<file path="src/rtl/kf8253_bus_sequencer_if.sv">
// Command/response handshake between an internal agent and the KF8253 bus sequencer.
// The agent side uses the master modport; the sequencer uses the slave modport.
interface kf8253_bus_sequencer_if;
  logic        cmd_valid;
  logic        cmd_ready;
  logic        cmd_read;
  logic [1:0]  cmd_counter;
  logic [2:0]  cmd_mode;
  logic        cmd_bcd;
  logic [15:0] cmd_value;
  logic        rsp_valid;
  logic        rsp_error;
  logic [15:0] rsp_data;

  modport master (
    output cmd_valid, cmd_read, cmd_counter, cmd_mode, cmd_bcd, cmd_value,
    input  cmd_ready, rsp_valid, rsp_error, rsp_data
  );

  modport slave (
    input  cmd_valid, cmd_read, cmd_counter, cmd_mode, cmd_bcd, cmd_value,
    output cmd_ready, rsp_valid, rsp_error, rsp_data
  );
endinterface

</file>
<file path="src/rtl/kf8253_bus_sequencer.sv">
// KF8253 bus sequencer: expands program/read commands into atomic
// control-word / LSB / MSB PIT bus sequences and arbitrates the PIT bus
// against direct CPU accesses, stalling the CPU while a sequence runs.
module kf8253_bus_sequencer #(
  parameter int unsigned STROBE_CYCLES   = 2,
  parameter int unsigned RECOVERY_CYCLES = 1
) (
  input  logic                         clock,
  input  logic                         reset,
  kf8253_bus_sequencer_if.slave        cmd_bus,
  input  logic                         cpu_chip_select_n,
  input  logic                         cpu_read_enable_n,
  input  logic                         cpu_write_enable_n,
  input  logic [1:0]                   cpu_address,
  input  logic [7:0]                   cpu_data_in,
  output logic [7:0]                   cpu_data_out,
  output logic                         cpu_ready,
  output logic                         pit_chip_select_n,
  output logic                         pit_read_enable_n,
  output logic                         pit_write_enable_n,
  output logic [1:0]                   pit_address,
  output logic [7:0]                   pit_data_out,
  input  logic [7:0]                   pit_data_in
);

  // One bus step = strobe phase followed by recovery phase.
  localparam logic [4:0] STROBE_LEN  = 5'(STROBE_CYCLES);
  localparam logic [4:0] STROBE_LAST = 5'(STROBE_CYCLES - 1);
  localparam logic [4:0] PHASE_LAST  = 5'(STROBE_CYCLES + RECOVERY_CYCLES - 1);

  typedef enum logic [1:0] {
    ST_IDLE   = 2'd0,
    ST_CPU    = 2'd1,
    ST_ACCESS = 2'd2,
    ST_RESP   = 2'd3
  } state_t;

  state_t      state_reg, state_next;
  logic [1:0]  step_reg, step_next;
  logic [4:0]  phase_reg, phase_next;
  logic        read_reg, read_next;
  logic [1:0]  counter_reg, counter_next;
  logic [2:0]  mode_reg, mode_next;
  logic        bcd_reg, bcd_next;
  logic [15:0] value_reg, value_next;   // reload value, or captured count on reads
  logic        rsp_error_reg, rsp_error_next;
  logic [15:0] rsp_data_reg, rsp_data_next;

  logic [1:0]  step_addr;
  logic [7:0]  step_data;
  logic        step_is_read;

  assign cmd_bus.cmd_ready = (state_reg == ST_IDLE) && cpu_chip_select_n;
  assign cmd_bus.rsp_valid = (state_reg == ST_RESP);
  assign cmd_bus.rsp_error = rsp_error_reg;
  assign cmd_bus.rsp_data  = rsp_data_reg;

  // Decode address, data and direction of the current sequence step.
  always_comb begin
    step_addr    = counter_reg;
    step_data    = 8'h00;
    step_is_read = 1'b0;
    case (step_reg)
      2'd0: begin
        step_addr = 2'd3;
        step_data = read_reg ? {counter_reg, 6'b000000}
                             : {counter_reg, 2'b11, mode_reg, bcd_reg};
      end
      2'd1: begin
        step_is_read = read_reg;
        step_data    = read_reg ? 8'h00 : value_reg[7:0];
      end
      default: begin
        step_is_read = read_reg;
        step_data    = read_reg ? 8'h00 : value_reg[15:8];
      end
    endcase
  end

  // Next-state logic: arbitration, step/phase sequencing, read capture, response.
  always_comb begin
    state_next     = state_reg;
    step_next      = step_reg;
    phase_next     = phase_reg;
    read_next      = read_reg;
    counter_next   = counter_reg;
    mode_next      = mode_reg;
    bcd_next       = bcd_reg;
    value_next     = value_reg;
    rsp_error_next = rsp_error_reg;
    rsp_data_next  = rsp_data_reg;
    case (state_reg)
      ST_IDLE: begin
        if (!cpu_chip_select_n) begin
          state_next = ST_CPU;
        end else if (cmd_bus.cmd_valid) begin
          if (cmd_bus.cmd_counter == 2'd3) begin
            state_next     = ST_RESP;
            rsp_error_next = 1'b1;
            rsp_data_next  = 16'h0000;
          end else begin
            state_next   = ST_ACCESS;
            step_next    = 2'd0;
            phase_next   = 5'd0;
            read_next    = cmd_bus.cmd_read;
            counter_next = cmd_bus.cmd_counter;
            mode_next    = cmd_bus.cmd_mode;
            bcd_next     = cmd_bus.cmd_bcd;
            value_next   = cmd_bus.cmd_value;
          end
        end
      end
      ST_CPU: begin
        if (cpu_chip_select_n) state_next = ST_IDLE;
      end
      ST_ACCESS: begin
        // The PIT drives its data while the read strobe is low; sample on the last strobe clock.
        if (read_reg && (step_reg != 2'd0) && (phase_reg == STROBE_LAST)) begin
          if (step_reg == 2'd1) value_next[7:0]  = pit_data_in;
          else                  value_next[15:8] = pit_data_in;
        end
        if (phase_reg == PHASE_LAST) begin
          phase_next = 5'd0;
          if (step_reg == 2'd2) begin
            state_next     = ST_RESP;
            rsp_error_next = 1'b0;
            rsp_data_next  = read_reg ? value_reg : 16'h0000;
          end else begin
            step_next = step_reg + 2'd1;
          end
        end else begin
          phase_next = phase_reg + 5'd1;
        end
      end
      default: begin
        state_next = ST_IDLE;
      end
    endcase
  end

  // State and captured command registers.
  always_ff @(posedge clock) begin
    if (reset) begin
      state_reg     <= ST_IDLE;
      step_reg      <= 2'd0;
      phase_reg     <= 5'd0;
      read_reg      <= 1'b0;
      counter_reg   <= 2'd0;
      mode_reg      <= 3'd0;
      bcd_reg       <= 1'b0;
      value_reg     <= 16'h0000;
      rsp_error_reg <= 1'b0;
      rsp_data_reg  <= 16'h0000;
    end else begin
      state_reg     <= state_next;
      step_reg      <= step_next;
      phase_reg     <= phase_next;
      read_reg      <= read_next;
      counter_reg   <= counter_next;
      mode_reg      <= mode_next;
      bcd_reg       <= bcd_next;
      value_reg     <= value_next;
      rsp_error_reg <= rsp_error_next;
      rsp_data_reg  <= rsp_data_next;
    end
  end

  // PIT bus and CPU side outputs: pass-through for the CPU, strobes for a sequence.
  always_comb begin
    pit_chip_select_n  = 1'b1;
    pit_read_enable_n  = 1'b1;
    pit_write_enable_n = 1'b1;
    pit_address        = 2'd0;
    pit_data_out       = 8'h00;
    cpu_data_out       = 8'h00;
    cpu_ready          = 1'b1;
    case (state_reg)
      ST_CPU: begin
        pit_chip_select_n  = cpu_chip_select_n;
        pit_read_enable_n  = cpu_read_enable_n;
        pit_write_enable_n = cpu_write_enable_n;
        pit_address        = cpu_address;
        pit_data_out       = cpu_data_in;
        cpu_data_out       = pit_data_in;
      end
      ST_ACCESS: begin
        pit_address  = step_addr;
        pit_data_out = step_data;
        if (phase_reg < STROBE_LEN) begin
          pit_chip_select_n = 1'b0;
          if (step_is_read) pit_read_enable_n  = 1'b0;
          else              pit_write_enable_n = 1'b0;
        end
        if (!cpu_chip_select_n) cpu_ready = 1'b0;
      end
      ST_RESP: begin
        if (!cpu_chip_select_n) cpu_ready = 1'b0;
      end
      default: begin
      end
    endcase
  end

endmodule

</file>
<file path="src/flat_wrapper.sv">
// flat-port wrapper written by rule: the top's interface ports become plain ports
module kf8253_bus_sequencer_flat 
#(
  parameter int unsigned STROBE_CYCLES   = 2,
  parameter int unsigned RECOVERY_CYCLES = 1
)
  (clock, reset, cpu_chip_select_n, cpu_read_enable_n, cpu_write_enable_n, cpu_address, cpu_data_in, cpu_data_out, cpu_ready, pit_chip_select_n, pit_read_enable_n, pit_write_enable_n, pit_address, pit_data_out, pit_data_in, cmd_bus_cmd_valid, cmd_bus_cmd_read, cmd_bus_cmd_counter, cmd_bus_cmd_mode, cmd_bus_cmd_bcd, cmd_bus_cmd_value, cmd_bus_cmd_ready, cmd_bus_rsp_valid, cmd_bus_rsp_error, cmd_bus_rsp_data);
  kf8253_bus_sequencer_if cmd_bus_i ();
  input  logic clock;
  input  logic reset;
  input  logic cpu_chip_select_n;
  input  logic cpu_read_enable_n;
  input  logic cpu_write_enable_n;
  input  logic [1:0] cpu_address;
  input  logic [7:0] cpu_data_in;
  output logic [7:0] cpu_data_out;
  output logic cpu_ready;
  output logic pit_chip_select_n;
  output logic pit_read_enable_n;
  output logic pit_write_enable_n;
  output logic [1:0] pit_address;
  output logic [7:0] pit_data_out;
  input  logic [7:0] pit_data_in;
  input wire logic [$bits(cmd_bus_i.cmd_valid)-1:0] cmd_bus_cmd_valid;
  input wire logic [$bits(cmd_bus_i.cmd_read)-1:0] cmd_bus_cmd_read;
  input wire logic [$bits(cmd_bus_i.cmd_counter)-1:0] cmd_bus_cmd_counter;
  input wire logic [$bits(cmd_bus_i.cmd_mode)-1:0] cmd_bus_cmd_mode;
  input wire logic [$bits(cmd_bus_i.cmd_bcd)-1:0] cmd_bus_cmd_bcd;
  input wire logic [$bits(cmd_bus_i.cmd_value)-1:0] cmd_bus_cmd_value;
  output wire logic [$bits(cmd_bus_i.cmd_ready)-1:0] cmd_bus_cmd_ready;
  output wire logic [$bits(cmd_bus_i.rsp_valid)-1:0] cmd_bus_rsp_valid;
  output wire logic [$bits(cmd_bus_i.rsp_error)-1:0] cmd_bus_rsp_error;
  output wire logic [$bits(cmd_bus_i.rsp_data)-1:0] cmd_bus_rsp_data;
  assign cmd_bus_i.cmd_valid = cmd_bus_cmd_valid;
  assign cmd_bus_i.cmd_read = cmd_bus_cmd_read;
  assign cmd_bus_i.cmd_counter = cmd_bus_cmd_counter;
  assign cmd_bus_i.cmd_mode = cmd_bus_cmd_mode;
  assign cmd_bus_i.cmd_bcd = cmd_bus_cmd_bcd;
  assign cmd_bus_i.cmd_value = cmd_bus_cmd_value;
  assign cmd_bus_cmd_ready = cmd_bus_i.cmd_ready;
  assign cmd_bus_rsp_valid = cmd_bus_i.rsp_valid;
  assign cmd_bus_rsp_error = cmd_bus_i.rsp_error;
  assign cmd_bus_rsp_data = cmd_bus_i.rsp_data;
  kf8253_bus_sequencer #(.STROBE_CYCLES(STROBE_CYCLES), .RECOVERY_CYCLES(RECOVERY_CYCLES)) u_core (.clock(clock), .reset(reset), .cmd_bus(cmd_bus_i), .cpu_chip_select_n(cpu_chip_select_n), .cpu_read_enable_n(cpu_read_enable_n), .cpu_write_enable_n(cpu_write_enable_n), .cpu_address(cpu_address), .cpu_data_in(cpu_data_in), .cpu_data_out(cpu_data_out), .cpu_ready(cpu_ready), .pit_chip_select_n(pit_chip_select_n), .pit_read_enable_n(pit_read_enable_n), .pit_write_enable_n(pit_write_enable_n), .pit_address(pit_address), .pit_data_out(pit_data_out), .pit_data_in(pit_data_in));
endmodule
</file>
<file path="config.mk">
export PLATFORM = sky130hd
export DESIGN_NAME = kf8253_bus_sequencer_flat
export DESIGN_NICKNAME = d
export VERILOG_FILES = /design/src/rtl/kf8253_bus_sequencer_if.sv /design/src/rtl/kf8253_bus_sequencer.sv /design/src/flat_wrapper.sv
export SDC_FILE = /design/constraint.sdc
export NUM_CORES = 1
export LEC_CHECK = 0
export BUFFER_PORTS_ARGS = -buffer_cell sky130_fd_sc_hd__buf_2
export CORE_MARGIN = 2
export CORE_UTILIZATION = 47
export CTS_CLUSTER_SIZE = 12
export DETAILED_ROUTE_END_ITERATION = 10
export PLACE_DENSITY = 0.84
export SYNTH_ARGS = -nofsm -noshare
export SYNTH_HDL_FRONTEND = slang
export SYNTH_SLANG_ARGS = --single-unit
</file>
<file path="constraint.sdc">
create_clock -name clock -period 2 [get_ports clock]
set_input_delay 0.5 -clock clock [delete_from_list [all_inputs] [get_ports clock]]
set_output_delay 0.5 -clock clock [all_outputs]
set_load 0.02 [all_outputs]
</file>
Word-level counts from Yosys, hierarchy flattened --
Index checks and enable logic that the tools add are counted.
Storage, ports and cells: logic and storage cells 107, output and inout port bits 41, bits in registers 49, input port bits 47
Cells by class: eq/ne operators 20, $lt $le $gt $ge 1, bitwise gates (word level) 1, add/sub/neg operators 2, reduce and logical (&&, ||, !) cells 15, mux-type cells 57
Operators with widths (number):
- $mux W16 | 10
- $pmux W16 S2 | 2
- $mux W8 | 5
- $pmux W8 S2 | 2
- $reduce_and A6 Y1 | 4
- $mux W2 | 11
- $mux W5 | 4
- $mux W1 | 14
- $ne A2 B2 Y1 const B | 7
- $reduce_and A4 Y1 | 3
- $pmux W5 S2 | 1
- $eq A2 B2 Y1 const B | 4
- $ne A2 B1 Y1 const B | 4
- $pmux W1 S2 | 4
- $pmux W2 S2 | 2
- $mux W6 | 1
- $pmux W2 S3 | 1
- $add A5 B1 Y5 const B | 1
- $eq A5 B1 Y1 const B | 1
- $eq A5 B2 Y1 const B | 1
- $lt A5 B2 Y1 const B | 1
- $eq A2 B1 Y1 const B | 2
- $logic_not A2 Y1 | 2
- $reduce_bool A2 Y1 | 2
- other kinds (5) | 7

Longest topological paths before layout --
Gate-level depths: netlist of the first run.
depth in word-level cells 5, mapped depth 9, gate-level depth less buffers 6

Worst setup path after synthesis of the first run --
Ideal clock, no wire load.
kind reg2out, start register u_core.state_reg[0], end output port pit_address[0], setup slack -0.384 ns, cell stages (with the launch flop) 8, buffers on the path 3, arrival time 1.884 ns, cell sequence dfxtp_1 > inv_1 > ha_1 > buf_2 > buf_2 > clkbuf_1 > o21ai_0 > a21boi_0
Between the ends: longest elaborated chain between the ends 2
RTL lines:
- from (decl) | line kf8253_bus_sequencer.sv:38 | state_t state_reg, state_next;
- from (signal assigned) | line kf8253_bus_sequencer.sv:155 | state_reg <= state_next;
- $eq A2 B2 Y1 / $eq A2 B1 Y1 (equally long branches) | line kf8253_bus_sequencer.sv:177 | case (state_reg)
- $pmux W2 S2 (*) | line kf8253_bus_sequencer.sv:177
- to (decl) | line flat_wrapper.sv:21 | output logic [1:0] pit_address;
Every way passes the cells marked *; elsewhere a longest branch is shown, timed or not.

Final worst setup path of the first run --
start register u_core.step_reg[1], end output port pit_data_out[7]
Between the ends: longest elaborated chain between the ends 3
RTL lines:
- from (decl) | line kf8253_bus_sequencer.sv:39 | logic [1:0] step_reg, step_next;
- from (signal assigned) | line kf8253_bus_sequencer.sv:156 | step_reg <= step_next;
- $eq A2 B1 Y1 / $logic_not A2 Y1 (equally long branches) | line kf8253_bus_sequencer.sv:63 | case (step_reg)
- $pmux W8 S2 (*) | line kf8253_bus_sequencer.sv:63
- $pmux W8 S2 (*) | line kf8253_bus_sequencer.sv:177
- to (decl) | line flat_wrapper.sv:22 | output logic [7:0] pit_data_out;
Marked as above.

==> results of run 1 <==
[cells in the mapped netlist (2+ instances only)]
library cell	n
a21oi_2	3
ha_1	12
nand4_1	2
dfxtp_1	49
mux2i_1	32
o31ai_1	2
a22o_1	3
a221o_1	2
o21a_1	3
a211o_1	2
inv_1	10
o21ai_0	8
and2_1	12
nor2_1	7
nor2b_1	6
buf_4	5
a21oi_1	30
a21o_1	4
a22oi_1	2
a311oi_1	14
buf_2	4
nand2_1	40
clkbuf_1	12
o311ai_0	2
a31o_2	2
o21bai_1	2
buf_6	2
nand3_1	9
nor3_1	8
a311oi_2	2
a21boi_0	4
o211ai_1	2
nand2b_1	19
[what timing repair did]
item | 4_1_cts | 5_1_grt
resized for setup | 56 | 21
pin swaps | 18 | 17
setup buffers | 6 | 2
endpoints found under the setup margin | 23 | 32
cloned | 0 | 2
[final timing paths]
kind                                      startpoint                                       to  slack, ns
max reg2reg          u_core.step_reg[0]$_SDFFE_PP0P_        u_core.value_reg[15]$_SDFFE_PP0P_       0.03
min                                  cmd_bus_cmd_bcd              u_core.bcd_reg$_SDFFE_PP0P_       0.44
min reg2reg  u_core.cmd_bus.rsp_data[9]$_SDFFE_PP0P_  u_core.cmd_bus.rsp_data[9]$_SDFFE_PP0P_       0.48
max                  u_core.step_reg[1]$_SDFFE_PP0P_                          pit_data_out[7]      -0.28
[cells by family (layout without fill, tap and decap cells)]
group	Yosys count	after routing	share of synthesized area, %
xor gates and xnor gates	1	1	0.3035
muxes	32	32	11.10
buffers and inverters	34	140	5.765
and+or+nand+nor	110	110	19.46
DFF	49	49	33.98
AOI/OAI and AO/OA	94	94	24.19
adders and majority gates	12	12	5.201
[power groups by stage]
| stage | Sequential (mW) | Combinational, mW | Clock (mW) |
|---|---|---|---|
| 2_1_floorplan | 1.27 | 1.54 | 0 |
| 3_3_place_gp | 1.34 | 2.11 | 0 |
| 3_5_place_dp | 1.35 | 2.17 | 0 |
| 4_1_cts | 1.34 | 2.39 | 0.640 |
| 5_1_grt | 1.37 | 2.86 | 0.681 |
| 6_report | 1.37 | 2.71 | 0.644 |
[metal layers]
metal	vias up	GRT usage [%]
li1	1413	-
met1	1407	30.48
met2	181	44.03
met3	37	3.696
met4	0	9.667
met5	-	0
[cell usage in the layout, fill, tap and decap left out, types with 3 or more instances in the layout]
cell | Yosys | routed
a21o_1 | 4 | 4
a21oi_1 | 30 | 27
a21oi_2 | 3 | 6
a22o_1 | 3 | 3
a311oi_1 | 14 | 13
a311oi_2 | 2 | 3
and2_1 | 12 | 12
buf_12 | 0 | 5
buf_2 | 4 | 74
buf_4 | 5 | 26
buf_6 | 2 | 16
clkbuf_8 | 0 | 5
dfxtp_1 | 49 | 43
dfxtp_2 | 0 | 3
dfxtp_4 | 0 | 3
ha_1 | 12 | 6
ha_4 | 0 | 6
inv_1 | 10 | 6
inv_4 | 0 | 3
inv_6 | 0 | 3
mux2i_1 | 32 | 32
nand2_1 | 40 | 39
nand2b_1 | 19 | 18
nand3_1 | 9 | 9
nor2_1 | 7 | 6
nor2b_1 | 6 | 3
nor2b_2 | 0 | 3
nor3_1 | 8 | 7
o21a_1 | 3 | 3
o21ai_1 | 1 | 4
o21ai_2 | 0 | 5
[per-stage QoR]
stage	area [um2]	worst slack, ns
after global routing	4011	-0.3669
after global placement	3571	0.001049
after CTS	3879	-0.2425
final	4011	-0.2752
after floorplan	2937	0.01047
after detailed placement	3571	-0.08426
[worst reg2reg max path: cells and delay by family (launching register included)]
family / cells / cell delay [ns]
AO/OA/AOI/OAI: 3 / 0.64
AND/OR/NAND/NOR: 1 / 0.23
adder cells (fa/ha/maj): 1 / 0.18
buffers and inverters: 3 / 0.42
flip-flops: 1 / 0.40
[layout make-up]
class                           instances  area (um2)
Fill cell                             415        1909
Inverter                               10       45.04
Multi-Input combinational cell        249        1911
Tap cell                               75       93.84
Sequential cell                        49       996.0
Timing Repair Buffer                  122       870.8
Clock buffer                            5       68.82
Clock inverter                          3       26.28
==> impl_metrics.csv, run 1 <==
group,metric,value,unit
status,status,"finished with violations",
status,violations,"setup timing",
yosys,ys_seq_elements,49,
worst_setup_path,required,1.50,ns
power,pwr-share-clk,13.6,%
placement,hpwl,6092,um
layout,syn2layout_area_growth,38.97,%
die,initial_core_util,48.75,%
yosys,synth_ff_type,"dfxtp_1",
die,dieArea,6784,um2
power,p_sw_share,43.37,%
worst_setup_path,cpPeakStageDelay,0.37,ns
sta,fin_crit,2.275,ns
clock_tree,cts_buffer_depth,2,
clock_tree,cts_made_buffers,5,
worst_setup_path,reg2reg_depth,8,
clock_tree,clock-sinks,49,
worst_setup_path,crit_cells,8,
yosys,avgSynthCellArea,8.694,um2
layout,finalNonFillerCells,513,
sta,drv_slew,0,
power,switchingPower,2.048,mW
layout,drive_above_1_share,40.64,%
drt,highest_layer,"met4",
drt,m1WireLength,3661,um
worst_setup_path,crit_arrival,1.78,ns
global_route,overflow,0,
power,power,4.722,mW
global_route,antenna_found_initial,0,
drt,wl_met2,4653,um
sta,worst_slew_pin_slew,0.5943,ns
hold_path,hold_depth,3,
yosys,synth-async-reset-ratio,0,%
die,rows,28,
global_route,grt_pass1_vias,2714,
yosys,syn_area,2887,um2
drt,via_per_inst,5.922,
yosys,synth_top_cell_by_area,"dfxtp_1",
sta,setup_tns,-2.370,ns
worst_setup_path,critPathBufInv,3,
drt,wirelength,9337,um
clock_tree,hold_buffers,0,
yosys,synth.distinct_cells,49,
power,power.density,1177,nW/um2
yosys,ys_top_cells_by_area,"dfxtp_1 (34%), mux2i_1 (11%), a21oi_1 (5.2%)",
drt,ant_nets,0,
sta,finalHoldViolations,0,
worst_setup_path,cpMostUsedCell,"buf_6",
worst_setup_path,cp_max_fo,6,
sta,slew-limit-headroom,60.11,%
layout,diodes,0,
sta,rsz0062_at_grt,"true",
yosys,ys_warn_count,0,
sta,finalSetupViolations,12,
die,die_y,82.37,um
worst_setup_path,end_kind,"primary output",
worst_setup_path,cp_top_family,"compound AO/OA/AOI/OAI gates",
hold_path,holdCritPathClass,"input pin to flip-flop",
power,p_comb_share,57.3,%
clock_tree,clock-root-buffer,"clkbuf_8",
sta,whs,0.4417,ns
placement,globalplace.congestion,0.8911,
global_route,grt.total_usage,24.99,%
worst_setup_path,path_cells,"inv_4 -> ha_4 -> buf_6 -> nor2_4 -> a22oi_2 -> o21a_1 -> o21ai_2 -> buf_6",
drt,routed-wl-met3,714,um
drt,drt_iter0_drc,364,
yosys,yosysSeqAreaShare,33.98,%
clock_tree,cts_tree,"done",
global_route,grt_max_degree,40,
run,cap_violations,0,
yosys,synth_edf_count,0,
drt,vias,3038,
yosys,syn_nets,391,
power,ir_worst_vdd,0.0008089,V
clock_tree,clk_latency,0.32,ns
clock_tree,htreeDepth,2,
die,fp.coreArea,5921,um2
layout,nNetsFinal,496,
yosys,netlist.area_leader.share,33.98,%
power,power_leakage,1.578,nW
sta,fin_crit_sh,113.8,%
power,power_frac_seq,29.1,%
die,fp.dieW,82.37,um
drt,post_drt_wl_per_cell,18.20,um
worst_setup_path,cp_slowest_cell,"dfxtp_2",
placement,portBuffers,87,
sta,fin_skew,0.01463,ns
global_route,grt_pass1_wl,12900,um
clock_tree,path_clk_slew,0.10,ns
die,ios,88,
drt,drt_first_pass_iters,5,
worst_setup_path,crit_type,"flip-flop to primary output",
drt,drc_errors,0,
yosys,synth_cells,332,
sta,clock.fmax,439.5,MHz
sta,setup_slack,-0.2752,ns
placement,dp.cells,495,
worst_setup_path,cp-start-kind,"flip-flop",
power,intPower,2.674,mW
layout,final_util,67.75,%
Power figures use the tool's default switching activity.
==> inputs of run 2 (changes only) <==
Settings changed: ABC_CLOCK_PERIOD_IN_PS from default to 2000, CORE_ASPECT_RATIO from default to 1.5, PLACE_DENSITY 0.84 to 0.77.
==> run 2 against run 1 <==
Net effect: the flow still finishes with violations (setup timing); sequential share of layout area is 0.24 points higher; clock power increased by 15%; power shrank 3.0%; critical path depth stayed put; register-to-register slack better by 0.09 ns; largest cell class unchanged; worst hold slack improved by 0.0082 ns; highest routed layer unchanged; first-iteration DRC count fell by 50%; critical endpoint unchanged.
==> impl_metrics.csv, run 2 (synthesis results as in run 1) <==
group,metric,value,unit
power,intPower,2.716,mW
drt,routed-wl-met3,366,um
drt,drc_errors,0,
layout,multi_input_area,1887,um2
clock_tree,clock-root-buffer,"clkbuf_8",
power,p_comb_share,54.2,%
sta,setup_slack,-0.2914,ns
sta,fin_crit,2.291,ns
placement,dpl_cell_area,3595,um2
layout,layout_commonest_cell,"buf_2",
drt,highest_layer,"met4",
worst_setup_path,required,1.50,ns
worst_setup_path,crit_arrival,1.79,ns
sta,drv_slew,0,
worst_setup_path,path_cells,"inv_4 -> ha_4 -> buf_6 -> nor2_4 -> a22oi_1 -> o21a_1 -> o21ai_2 -> buf_6",
clock_tree,cts_tree,"done",
worst_setup_path,cp_top_family,"compound AO/OA/AOI/OAI gates",
power,power_leakage,1.580,nW
drt,m1WireLength,3203,um
sta,fin_crit_sh,114.6,%
sta,setup_tns,-2.449,ns
drt,vias,2923,
worst_setup_path,cp-start-kind,"flip-flop",
drt,wl_met2,4556,um
die,die_y,99.98,um
worst_setup_path,crit_type,"flip-flop to primary output",
clock_tree,hold_buffers,0,
drt,drt_iter0_drc,183,
drt,post_drt_wl_per_cell,16.54,um
power,power_frac_seq,29.6,%
sta,finalHoldViolations,0,
die,initial_core_util,47.76,%
power,switchingPower,1.866,mW
layout,final-seq-area,993.5,um2
layout,drive_above_1_share,39.64,%
die,fp.dieW,67.99,um
worst_setup_path,cp_slowest_cell,"dfxtp_2",
global_route,antenna_found_initial,0,
layout,final_cell_mix,"buf_2 (77), dfxtp_1 (43), nand2_1 (39)",
sta,worst_slew_pin_slew,0.4475,ns
sta,rsz0062_at_grt,"true",
worst_setup_path,cpPeakStageDelay,0.38,ns
die,dieArea,6797,um2
drt,wirelength,8484,um
die,rows,35,
placement,globalplace.congestion,0.8682,
layout,diodes,0,
layout,syn2layout_area_growth,37.28,%
worst_setup_path,cpMostUsedCell,"buf_6",
sta,finalSetupViolations,11,
worst_setup_path,critPathBufInv,3,
layout,nNetsFinal,497,
global_route,overflow,0,
global_route,grt_max_degree,40,
sta,slew-limit-headroom,70.03,%
status,violations,"setup timing",
drt,via_per_inst,5.698,
global_route,grt_pass1_wl,13300,um
clock_tree,htreeDepth,2,
layout,stdcell_area,3963,um2
clock_tree,cts_buffer_depth,2,
placement,hpwl,6223,um
die,fp.coreArea,6043,um2
die,ios,88,
global_route,grt.total_usage,25.65,%
sta,fin_skew,0.01097,ns
clock_tree,cts_made_buffers,5,
clock_tree,clk_latency,0.31,ns
drt,drt_first_pass_iters,4,
power,power.density,1156,nW/um2
clock_tree,clock-sinks,49,
placement,portBuffers,87,
run,cap_violations,0,
drt,ant_nets,0,
status,status,"finished with violations",
worst_setup_path,end_kind,"primary output",
layout,nFillCells,461,
power,pwr-share-clk,16.2,%
worst_setup_path,cp_max_fo,6,
clock_tree,path_clk_slew,0.10,ns
power,p_sw_share,40.72,%
global_route,grt_pass1_vias,2816,
sta,clock.fmax,436.4,MHz
power,ir_worst_vdd,0.001065,V
hold_path,holdCritPathClass,"input pin to flip-flop",
-- run 2: cell types whose count changed in the layout (fill, tap and decap cells not counted), moves of 3 or more --
cell   before  now
buf_4      26   30
buf_6      16   11
inv_6       3    0
buf_2      74   77
-- run 2: per-stage QoR --
step | instances | utilization, % | setup WS, ns | total power [mW] | hold WS, ns
after floorplan | 332 | - | 0.01047 | 2.809 | 0.4311
after global placement | 499 | 59.48 | 0.001374 | 3.469 | 0.4419
after detailed placement | 499 | 59.48 | -0.06939 | 3.527 | 0.4581
after CTS | 511 | 64.14 | -0.2531 | 4.463 | 0.4456
after global routing | 513 | 65.57 | -0.3760 | 4.839 | 0.4639
final | 513 | 65.57 | -0.2914 | 4.582 | 0.4499
-- run 2: repair_timing --
action,CTS,global route
buffers inserted,3,2
gates cloned,1,0
pin swaps,9,10
endpoints found under the setup margin,21,29
resized for setup,45,17
-- run 2: final cells by class --
cell class	instances	area share, %
multi-input combinational	249	47.62
sequential	49	25.07
inverter	10	1.010
clock buffer	6	2.084
timing repair buffer	123	20.93
clock inverter	2	0.9473
tap	74	2.337
-- run 2: power groups by stage --
stage	registers, mW	logic, mW	clock network (mW)
floorplan	1.27	1.54	0
global placement	1.34	2.13	0
detailed placement	1.34	2.18	0
CTS	1.34	2.38	0.748
global route	1.36	2.68	0.793
finish	1.35	2.49	0.742
-- run 2: per-layer routing --
metal / global-route usage [%] / up-vias
li1: - / 1411
met1: 29.08 / 1383
met2: 45.11 / 104
met3: 3.700 / 25
met4: 12.92 / 0
met5: 0 / -
-- run 2: worst reg2reg max path, stage by stage, from the launching register on --
cell and delay, ns:
dfxtp_4 0.39, inv_2 0.06, ha_4 0.19, nand2b_4 0.16, buf_4 0.16, o31ai_4 0.26
buf_12 0.18, a21oi_1 0.08, a311oi_1 0.30
-- run 2: path summary, 6_finish.rpt --
check                           slack [ns]                                      from                                  endpoint  depth (start not counted)
worst max-delay path                 -0.29           u_core.step_reg[1]$_SDFFE_PP0P_                           pit_data_out[7]                          8
worst min-delay path                  0.45                           cmd_bus_cmd_bcd               u_core.bcd_reg$_SDFFE_PP0P_                          3
worst max register to register        0.12           u_core.step_reg[0]$_SDFFE_PP0P_          u_core.value_reg[4]$_SDFFE_PP0P_                          8
worst min register to register        0.48  u_core.cmd_bus.rsp_data[12]$_SDFFE_PP0P_  u_core.cmd_bus.rsp_data[12]$_SDFFE_PP0P_                          2
==> inputs of run 3 (changes only) <==
Settings changed: GPL_TIMING_DRIVEN from default to 0.
==> run 3 against run 2 <==
Net effect: combinational power up 21%; routed wire length is 20% higher; core utilization rose by 4.9 points; the run still ends with setup timing left; flip-flop and latch count unchanged; clock skew shrank 0.0011 ns; count of clock-buffer cells in the layout is 1 lower; non-clock buffer count is 20 higher; critical endpoint unchanged; fmax down 2.1%; sequential share of layout area decreased by 1.8 points; highest routed layer unchanged; cell count is 3.9% higher; largest cell class unchanged; largest power group unchanged; register-to-register slack got worse by 0.13 ns.
==> impl_metrics.csv, run 3 (synthesis results as in run 1) <==
group,metric,value,unit
placement,portBuffers,87,
worst_setup_path,cp-start-kind,"flip-flop",
drt,via_per_inst,5.957,
clock_tree,cts_tree,"done",
clock_tree,cts_buffer_depth,2,
global_route,grt_max_degree,17,
worst_setup_path,crit_type,"flip-flop to primary output",
sta,fin_crit,2.340,ns
worst_setup_path,crit_start,"u_core.step_reg[1]$_SDFFE_PP0P_",
drt,post_drt_wl_per_cell,19.06,um
die,die_y,99.98,um
worst_setup_path,cp_slowest_cell,"dfxtp_2",
worst_setup_path,rr_startpoint,"u_core.state_reg[0]$_SDFFE_PP0P_",
clock_tree,cts_made_buffers,5,
clock_tree,clk_latency,0.32,ns
sta,finalSetupViolations,15,
drt,vias,3175,
clock_tree,hold_buffers,0,
clock_tree,htreeDepth,2,
layout,final_cell_mix,"buf_2 (73), dfxtp_1 (44), nand2_1 (39)",
sta,setup_tns,-3.254,ns
worst_setup_path,r2r-end,"u_core.phase_reg[3]$_SDFFE_PP0P_",
global_route,grt_pass1_wl,14710,um
layout,finalNonFillerCells,533,
power,power,5.010,mW
sta,clock.fmax,427.3,MHz
placement,place_ws,-0.2513,ns
die,ios,88,
sta,rsz0062_at_grt,"true",
sta,slew-limit-headroom,58.35,%
sta,worst_slew_pin_slew,0.6247,ns
power,power.density,1177,nW/um2
layout,nNetsFinal,517,
sta,fin_skew,0.009879,ns
run,cap_violations,0,
worst_setup_path,end_kind,"primary output",
clock_tree,clock-root-buffer,"clkbuf_8",
status,status,"finished with violations",
clock_tree,path_clk_slew,0.10,ns
layout,syn2layout_area_growth,47.51,%
sta,fin_crit_sh,117.0,%
drt,drt_first_pass_iters,5,
clock_tree,clock-sinks,49,
layout,drive_above_1_share,43.57,%
worst_setup_path,crit_arrival,1.84,ns
placement,dp.cells,493,
status,violations,"setup timing",
die,initial_core_util,47.76,%
hold_path,holdCritPathClass,"input pin to flip-flop",
sta,drv_slew,0,
layout,diodes,0,
worst_setup_path,crit_end,"pit_data_out[7]",
die,rows,35,
drt,drc_errors,0,
worst_setup_path,cpMostUsedCell,"buf_6",
worst_setup_path,cp_max_fo,7,
worst_setup_path,required,1.50,ns
placement,hpwl,6385,um
placement,globalplace.congestion,0.9105,
drt,drt_iter0_drc,193,
global_route,overflow,0,
sta,finalHoldViolations,0,
worst_setup_path,path_cells,"inv_4 -> ha_4 -> buf_6 -> nor2_4 -> a22oi_2 -> o21a_1 -> o21ai_2 -> buf_6",
power,power_leakage,1.673,nW
layout,layout_commonest_cell,"buf_2",
power,ir_worst_vdd,0.0007621,V
worst_setup_path,cpPeakStageDelay,0.36,ns
worst_setup_path,reg2reg_depth,8,
worst_setup_path,rrSetupSlack,-0.01,ns
global_route,grt.total_usage,28.83,%
sta,setup_slack,-0.3402,ns
global_route,antenna_found_initial,0,
die,dieArea,6797,um2
drt,wirelength,10160,um
die,fp.coreArea,6043,um2
die,fp.dieW,67.99,um
drt,ant_nets,0,
global_route,grt_pass1_vias,2942,
-- run 3: cell types whose count changed in the layout (fill, tap and decap cells not counted), sizes merged --
cell / change
inv: +1
buf: +10
bufinv: -1
clkinv: +1
clkbuf: +9
-- run 3: critical path: cells and delay by family (launching register included) --
kind | cells | cell delay, ns
simple gates | 1 | 0.23
fa+ha+maj | 1 | 0.18
compound gates | 3 | 0.44
flops | 1 | 0.36
buf+inv | 3 | 0.32
-- run 3: layout make-up --
class / count / area, um2
Multi-Input combinational cell: 249 / 1982
Sequential cell: 49 / 992.2
Tap cell: 74 / 92.59
Inverter: 10 / 45.04
Buffer: 23 / 241.5
Fill cell: 441 / 1785
Clock inverter: 3 / 21.27
Clock buffer: 5 / 68.82
Timing Repair Buffer: 120 / 814.5
-- run 3: routing by layer --
layer,global-route usage (%),vias up,part of all wire [%]
li1,-,1452,-
met1,31.46,1516,36
met2,49.37,152,52
met3,4.709,55,5.9
met4,19.23,0,6.7
met5,0,-,0
-- run 3: worst min path at each step --
stage / startpoint / endpoint / slack [ns] / cells past startpoint
floorplan: u_core.mode_reg[1]$_SDFFE_PP0P_ / u_core.mode_reg[1]$_SDFFE_PP0P_ / 0.43 / 2
global placement: u_core.mode_reg[1]$_SDFFE_PP0P_ / u_core.mode_reg[1]$_SDFFE_PP0P_ / 0.44 / 2
detailed placement: u_core.mode_reg[0]$_SDFFE_PP0P_ / u_core.mode_reg[0]$_SDFFE_PP0P_ / 0.45 / 2
CTS: cmd_bus_cmd_mode[2] / u_core.mode_reg[2]$_SDFFE_PP0P_ / 0.43 / 3
global route: cmd_bus_cmd_mode[2] / u_core.mode_reg[2]$_SDFFE_PP0P_ / 0.45 / 3
finish: cmd_bus_cmd_mode[2] / u_core.mode_reg[2]$_SDFFE_PP0P_ / 0.43 / 3
-- run 3: timing repair --
item,in CTS,in global routing
resized for setup,92,29
buffers inserted,20,11
gates cloned,1,1
pin swaps,18,17
setup endpoints to repair,43,44
-- run 3: stage by stage --
step                      instance area, um2  utilization, %  hold slack (ns)
after floorplan                         2937               -           0.4311
after global placement                  3465           57.33           0.4437
after detailed placement                3465           57.33           0.4491
after CTS                               4036           66.79           0.4346
after global routing                    4258           70.46           0.4481
final                                   4258           70.46           0.4273
-- run 3: report_power, final --
part	total, mW	leakage (nW)	switching [mW]	internal [mW]
Clock	0.623	0.0445	0.374	0.249
Sequential	1.38	0.401	0.228	1.15
Combinational	3.01	1.23	1.54	1.47
Total	5.01	1.67	2.14	2.87
